### src/rtl/display_capture.sv
// display_capture: demultiplexes the time-sliced 4-digit display stream
// (bcd / nDigit / DP) into frame-coherent digit registers, checks strobe
// ordering, decodes the mode letter on digit 0, and reports lamp-test and
// stale-display conditions. All outputs are registered.
module display_capture #(
  parameter int TIMEOUT = 1024,
  parameter int CNT_W   = 8
) (
  input  logic             clock,
  input  logic             Rst,
  input  logic [3:0]       bcd_in,
  input  logic [3:0]       nDigit_in,
  input  logic             DP_in,
  output logic [3:0]       digit0,
  output logic [3:0]       digit1,
  output logic [3:0]       digit2,
  output logic [3:0]       digit3,
  output logic [3:0]       dp_out,
  output logic [2:0]       mode,
  output logic             mode_valid,
  output logic             frame_valid,
  output logic [CNT_W-1:0] frame_count,
  output logic             seq_err,
  output logic             lamp_test,
  output logic             stale
);

  localparam logic [1:0] WAIT0 = 2'd0;
  localparam logic [1:0] EXP1  = 2'd1;
  localparam logic [1:0] EXP2  = 2'd2;
  localparam logic [1:0] EXP3  = 2'd3;

  localparam int            TW    = $clog2(TIMEOUT);
  localparam logic [TW-1:0] T_MAX = TW'(TIMEOUT - 1);

  // Mode letter decode: returns {valid, mode}; non-letter codes map to 7.
  function automatic logic [3:0] decode_mode(input logic [3:0] code);
    case (code)
      4'd10:   decode_mode = 4'b1_000;
      4'd11:   decode_mode = 4'b1_001;
      4'd12:   decode_mode = 4'b1_010;
      4'd13:   decode_mode = 4'b1_011;
      4'd14:   decode_mode = 4'b1_100;
      default: decode_mode = 4'b0_111;
    endcase
  endfunction

  logic [1:0]    state_r;
  logic [1:0]    state_nx_s;
  logic [3:0]    pos_s;
  logic          lamp_s;
  logic          illegal_s;
  logic          cap_en_s;
  logic [1:0]    cap_idx_s;
  logic          commit_s;
  logic          err_s;
  logic [3:0]    shad0_r;
  logic [3:0]    shad1_r;
  logic [3:0]    shad2_r;
  logic [2:0]    sdp_r;
  logic [TW-1:0] tcnt_r;
  logic [TW-1:0] tcnt_nx_s;
  logic          stale_nx_s;
  logic [3:0]    mode_dec_s;

  // Classify the strobe pattern: one-hot slot, lamp test, or illegal.
  always_comb begin
    pos_s     = 4'b0000;
    lamp_s    = 1'b0;
    illegal_s = 1'b0;
    case (nDigit_in)
      4'b0111: pos_s     = 4'b0001;
      4'b1011: pos_s     = 4'b0010;
      4'b1101: pos_s     = 4'b0100;
      4'b1110: pos_s     = 4'b1000;
      4'b1111: pos_s     = 4'b0000;
      4'b0000: lamp_s    = 1'b1;
      default: illegal_s = 1'b1;
    endcase
  end

  // Frame sequencing: decide capture, commit, error and next state.
  always_comb begin
    state_nx_s = state_r;
    cap_en_s   = 1'b0;
    cap_idx_s  = 2'd0;
    commit_s   = 1'b0;
    err_s      = 1'b0;
    if (illegal_s) begin
      err_s      = 1'b1;
      state_nx_s = WAIT0;
    end else if (pos_s[0]) begin
      // A new frame start always restarts; aborting a frame past slot 1 is an error.
      cap_en_s   = 1'b1;
      cap_idx_s  = 2'd0;
      state_nx_s = EXP1;
      err_s      = (state_r == EXP2) || (state_r == EXP3);
    end else if (pos_s[1]) begin
      case (state_r)
        WAIT0:   state_nx_s = WAIT0;
        EXP1:    begin cap_en_s = 1'b1; cap_idx_s = 2'd1; state_nx_s = EXP2; end
        EXP2:    begin cap_en_s = 1'b1; cap_idx_s = 2'd1; state_nx_s = EXP2; end
        default: begin err_s = 1'b1; state_nx_s = WAIT0; end
      endcase
    end else if (pos_s[2]) begin
      case (state_r)
        WAIT0:   state_nx_s = WAIT0;
        EXP2:    begin cap_en_s = 1'b1; cap_idx_s = 2'd2; state_nx_s = EXP3; end
        EXP3:    begin cap_en_s = 1'b1; cap_idx_s = 2'd2; state_nx_s = EXP3; end
        default: begin err_s = 1'b1; state_nx_s = WAIT0; end
      endcase
    end else if (pos_s[3]) begin
      case (state_r)
        WAIT0:   state_nx_s = WAIT0;
        EXP3:    begin commit_s = 1'b1; state_nx_s = WAIT0; end
        default: begin err_s = 1'b1; state_nx_s = WAIT0; end
      endcase
    end else begin
      state_nx_s = state_r;
    end
  end

  // Stale-display timer: cleared by a commit, otherwise saturating count.
  always_comb begin
    if (commit_s) begin
      tcnt_nx_s  = {TW{1'b0}};
      stale_nx_s = 1'b0;
    end else begin
      if (tcnt_r == T_MAX) begin
        tcnt_nx_s = T_MAX;
      end else begin
        tcnt_nx_s = tcnt_r + {{(TW-1){1'b0}}, 1'b1};
      end
      // Sticky so the display stays stale from reset until the first commit.
      stale_nx_s = stale | (tcnt_nx_s == T_MAX);
    end
  end

  assign mode_dec_s = decode_mode(shad0_r);

  // State register and shadow capture of the frame in progress.
  always_ff @(posedge clock) begin
    if (Rst) begin
      state_r <= WAIT0;
      shad0_r <= 4'd0;
      shad1_r <= 4'd0;
      shad2_r <= 4'd0;
      sdp_r   <= 3'b000;
    end else begin
      state_r <= state_nx_s;
      if (cap_en_s) begin
        case (cap_idx_s)
          2'd0:    begin shad0_r <= bcd_in; sdp_r[0] <= DP_in; end
          2'd1:    begin shad1_r <= bcd_in; sdp_r[1] <= DP_in; end
          2'd2:    begin shad2_r <= bcd_in; sdp_r[2] <= DP_in; end
          default: begin end
        endcase
      end
    end
  end

  // Committed frame: digits, decimal points, mode and frame counter.
  always_ff @(posedge clock) begin
    if (Rst) begin
      digit0      <= 4'd0;
      digit1      <= 4'd0;
      digit2      <= 4'd0;
      digit3      <= 4'd0;
      dp_out      <= 4'b0000;
      mode        <= 3'd7;
      mode_valid  <= 1'b0;
      frame_count <= {CNT_W{1'b0}};
    end else if (commit_s) begin
      digit0      <= shad0_r;
      digit1      <= shad1_r;
      digit2      <= shad2_r;
      digit3      <= bcd_in;
      dp_out      <= {sdp_r[0], sdp_r[1], sdp_r[2], DP_in};
      mode        <= mode_dec_s[2:0];
      mode_valid  <= mode_dec_s[3];
      frame_count <= frame_count + {{(CNT_W-1){1'b0}}, 1'b1};
    end
  end

  // Per-cycle status pulses and the stale timer registers.
  always_ff @(posedge clock) begin
    if (Rst) begin
      frame_valid <= 1'b0;
      seq_err     <= 1'b0;
      lamp_test   <= 1'b0;
      tcnt_r      <= {TW{1'b0}};
      stale       <= 1'b1;
    end else begin
      frame_valid <= commit_s;
      seq_err     <= err_s;
      lamp_test   <= lamp_s;
      tcnt_r      <= tcnt_nx_s;
      stale       <= stale_nx_s;
    end
  end

endmodule

### config.mk
export PLATFORM = sky130hd
export DESIGN_NAME = display_capture
export DESIGN_NICKNAME = d
export VERILOG_FILES = /design/src/rtl/display_capture.sv
export SDC_FILE = /design/constraint.sdc
export NUM_CORES = 1
export LEC_CHECK = 0
export CAP_MARGIN = 0
export CORE_AREA = 4 4 88 90
export CTS_BUF_LIST = sky130_fd_sc_hd__clkbuf_4
export DETAILED_ROUTE_END_ITERATION = 8
export DIE_AREA = 0 0 92 94
export GPL_TIMING_DRIVEN = 0
export SYNTH_ARGS = -nofsm -noshare
export SYNTH_HDL_FRONTEND = slang
export SYNTH_SLANG_ARGS = --single-unit
export TNS_END_PERCENT = 20
### constraint.sdc
create_clock -name clock -period 2.2 [get_ports clock]
set_clock_uncertainty 0.1 [all_clocks]
set_input_delay 0.44 -clock clock [delete_from_list [all_inputs] [get_ports clock]]
set_output_delay 0.44 -clock clock [all_outputs]
set_load 0.05 [all_outputs]
Yosys cells after proc, flatten, opt, wreduce, memory -nomap -nowiden
Index checks and enable logic that the tools add are counted.

Bits in registers: 63. Latch bits: 0. Bits in writable memories: 0. ROM bits: 0. Bits of input ports: 11. Output and inout port bits: 36. Word-level logic and storage cells: 98. Memories kept: 0.

$add $sub $neg: 2. Multiply operators: 0. Div/mod/pow operators: 0. Order comparisons: 0. Equal/unequal tests: 17. Shift-type cells: 0. Multiplexer cells: 38. Bitwise gates (word level): 2. Reduce and logical (&&, ||, !) cells: 18.

Operators with widths (number): == test 4 bit (second input constant) (9); 2-to-1 mux 1 bit (24); == test 10 bit (second input constant) (2); 2-to-1 mux 10 bit (2); 2-to-1 mux 2 bit (10); one-hot mux 4 bit (5 select lines) (1); one-hot mux 4 bit (4 select lines) (1); adder 10 x 1 -> 10 bit (second input constant) (1); OR reduction 2 bit (5); OR reduction 3 bit (3); adder 8 x 1 -> 8 bit (second input constant) (1); == test 2 bit (second input constant) (3); AND reduction 2 bit (3); OR reduction 6 bit (1); == test 2 x 1 -> 1 bit (second input constant) (2); == test 4 x 3 -> 1 bit (second input constant) (1); zero test 2 bit (2); zero test 4 bit (1); nonzero test 4 bit (1); nonzero test 3 bit (1); logical OR 1 bit (1); NOT 1 bit (1); OR 1 bit (1).

Longest topological paths before layout
Depth in word-level cells: 11. Mapped depth: 7. Gate-level depth less buffers: 7.

Worst setup path before layout
OpenSTA, ideal clock, no wires.

Path kind: input port to flip-flop. Start: input nDigit_in[1]. End: register stale. Setup time: 124 ps. Arrival time: 1561 ps. Data required time: 1976 ps. Slack: 415 ps. Stages on the path: 7. Buffers on the path: 3. Path through: buf_2 -> nand2_1 -> or3_4 -> buf_6 -> buf_2 -> a21oi_1 -> o31ai_2.

Cells in the longest elaborated chain, start to end: 8. Elaborated cells on any way between the ends: 14. Classes of those cells: eq/ne: 5; mux: 7; reduce/logical: 2.

Ends and longest elaborated chain: start: declaration (line 12) `input logic [3:0] nDigit_in,`; == test 4 bit or == test 4 x 3 -> 1 bit (tied branches) (line 71) `case (nDigit_in)`; one-hot mux 4 bit (4 select lines) (line 71); 2-to-1 mux 1 bit (line 112) `end else if (pos_s[3]) begin`; 2-to-1 mux 1 bit (line 105) `end else if (pos_s[2]) begin`; 2-to-1 mux 1 bit (line 98) `end else if (pos_s[1]) begin`; 2-to-1 mux 1 bit (line 92) `end else if (pos_s[0]) begin`; 2-to-1 mux 1 bit (*) (line 89) `if (illegal_s) begin`; 2-to-1 mux 1 bit (*) (line 125) `if (commit_s) begin`; end signal: assignment (line 198) `stale <= stale_nx_s;`; end: declaration (line 25) `output logic stale`.

Every way passes the cells marked *; elsewhere a longest branch is shown, timed or not. A chain may end at the register's enable or synchronous reset.

Worst setup path after layout
Start: register frame_count[6]. End: output frame_count[6].

RTL lines: start: declaration (line 22) `output logic [CNT_W-1:0] frame_count,`; start signal: assignment (line 172) `frame_count <= {CNT_W{1'b0}};`; start signal: assignment (line 181) `frame_count <= frame_count + {{(CNT_W-1){1'b0}}, 1'b1};`.

No word-level cell between the ends.

==> results.cfg <==
[clocking]
root_buffer = clkbuf_4
cts_tree = yes
clock_path_buffers = 2
clk_pin_slew_ns = 0.11
htreeDepth = 3
clock_latency_ns = 0.40
numCtsBuffers = 9
post_cts_buffers = 0
cts-hold-fix-buffers = 0
clock_sinks = 63

[critical_path]
worstSetupPathType = reg2out
path_buf_inv = 1
crit_chain = clkdlybuf4s50_1
cp.arrival_ns = 1.60
worstPathRequired_ns = 1.66
critPathLaunchType = flop
cp_max_fo = 3
cpPeakStageDelay_ns = 0.82
crit_family = buffers and inverters
endpoint_kind = primary output
critPathSlowestCell = clkdlybuf4s50_1

[yosys]
yosysTopAreaCell = dfxtp_1
avgSynthCellArea_um2 = 8.78
synth_edf_count = 0
synth_common_cells = dfxtp_1 (63), nand2_1 (54), a21oi_1 (34)
synth.distinct_cells = 49
yosysSeqAreaShare_pct = 46.5
synth_area_leaders = dfxtp_1 (46%), nand2_1 (7.5%), a21oi_1 (6.3%)
ys_warn_count = 0
syn-cell-area_um2 = 2710
synth.most_common_cell = dfxtp_1
synthCells = 309
netlist.area_leader.share_pct = 46.5
synthFlopType = dfxtp_1
synthArstFlopShare_pct = 0
ys_ff_latch = 63
synthesis.nets = 325

[die]
num_io_pins = 47
die_x_um = 92
rows = 31
die_h_um = 94
die_area_um2 = 8650
initial_utilization_pct = 38.4
core_um2 = 7060

[timing]
fmax_mhz = 467
min_period_over_period_pct = 97.3
drv_slew = 0
hold_viol = 0
final.min_clock_period_ns = 2.14
rsz0062_at_grt = false
relSlewSlack_pct = 49.1
setup_viol = 0
worstMarginPinSlew_ns = 0.759

[layout]
nets = 380
drive_gt1_share_pct = 10.0
synthToLayoutAreaGrowth_pct = 27.9
num_antenna_cells = 0
final_cells = 468

[routing]
vias = 2256
drt_iter0_markers = 124
route.detailed.drc = 0
wl_per_cell_um = 13.2
dr.pass1.iters = 4
vias_per_cell = 4.82
drtAntennaViolNets = 0
wl_um = 6180

[power]
totalPowerFinal_mw = 2.27
p_leak_nw = 1.37
powerDensity_nw_per_um2 = 653
ir_drop_mv = 0.391

[global_route]
grt_max_degree = 12
antenna_found_initial = 0
grt_overflow_total = 0
grt_usage_pct = 15.5
grt_pass1_vias = 2182
grt_first_pass_wirelength_um = 10500

[placed_design]
dp.cells = 452
io_buffers = 44
dp_hpwl_um = 4440
place_congestion = 0.781

[status]
outcome = completed

[flow_run]
drv_cap = 0

[hold_path]
hp-class = in2reg
## metrics by stage
stage	instance area (um^2)	util, %	hold WS [ns]	setup slack, ns	setup TNS (ns)
after floorplan	2710	-	0.331	0.415	0
after global placement	3280	46.4	0.344	-0.302	-11.30
after detailed placement	3280	46.4	0.346	-0.315	-12.83
after CTS	3450	48.9	0.213	0.00154	0
after global routing	3470	49.2	0.241	0.0000143	0
final	3470	49.2	0.232	0.0602	0
## kinds of logic (layout without fill, tap and decap cells)
kind of cell             Yosys count  after routing  synth area share, %
AND/OR/NAND/NOR                  127            127                 23.6
multiplexers                      17             17                 6.27
XOR/XNOR                          13             13                 4.20
AO/OA/AOI/OAI                     58             58                 12.7
adder cells (fa/ha/maj)            5              5                 2.31
flip-flops                        63             63                 46.5
buffers and inverters             26             86                 4.47
## power by group
group,switching (mW),total (mW),internal [mW]
Sequential,0.00800,1.16,1.15
Combinational,0.0683,0.113,0.0447
Clock,0.429,0.997,0.568
## layout by cell type (no fill, tap or decap), types with 2 or more instances in the layout
cell type / netlist / layout
nor3b_1: 3 / 3
buf_2: 10 / 9
ha_1: 5 / 5
mux2i_1: 17 / 17
a21oi_1: 34 / 34
o21ai_0: 11 / 11
and3_1: 3 / 3
xor2_1: 8 / 8
nor3_2: 2 / 2
clkbuf_1: 8 / 8
a311oi_1: 2 / 2
nand2_1: 54 / 54
clkbuf_4: 0 / 10
bufinv_16: 0 / 3
nand4_1: 6 / 6
clkinv_2: 0 / 2
and2_1: 2 / 2
nor2_1: 29 / 29
nand3_1: 4 / 4
dlymetal6s2s_1: 0 / 6
xnor2_1: 5 / 5
nand2_2: 2 / 2
clkdlybuf4s50_1: 0 / 36
dfxtp_1: 63 / 63
dlygate4sd2_1: 0 / 2
nand2b_1: 6 / 6
nor3_1: 2 / 2
inv_1: 5 / 5
nor2b_1: 2 / 2
## per-layer routing
metal,global-route usage (%),part of all wire [%],wire [um],vias up
met5,0,0,0,-
met4,4.46,1.1,70,0
met3,5.69,4.4,273,10
met2,25.4,47,2910,37
met1,19.1,47,2930,1043
li1,-,-,-,1166
## timing repair
action / in CTS / in global routing
gates resized for setup: 2 / 7
hold endpoints to repair: 0 / 0
endpoints found under the setup margin: 2 / 7
## final timing paths
check / slack, ns / from / cells after the start / end
hold reg to reg: 0.36 / sdp_r[1] / 2 / dp_out[2]
hold / removal: 0.23 / Rst / 2 / lamp_test
setup reg to reg: 0.18 / tcnt_r[0] / 6 / stale
setup / recovery: 0.06 / frame_count[6] / 1 / frame_count[6]
## flip-flops by register name, summed over array words and instances, names as in the netlist
register / flops
mode_valid: 1
lamp_test: 1
seq_err: 1
frame_count: 8
digit1: 4
frame_valid: 1
shad0_r: 4
shad2_r: 4
digit0: 4
shad1_r: 4
digit2: 4
digit3: 4
mode: 3
stale: 1
sdp_r: 3
state_r: 2
tcnt_r: 10
dp_out: 4
## area by class of cell
cell class | instances | area [um^2]
Clock buffer | 9 | 67.6
Tap cell | 99 | 124
Buffer | 21 | 105
Clock inverter | 7 | 111
Multi-Input combinational cell | 220 | 1330
Fill cell | 714 | 3590
Inverter | 5 | 18.8
Timing Repair Buffer | 44 | 453
Sequential cell | 63 | 1260
Note: power is estimated with default switching activity, not from simulation.
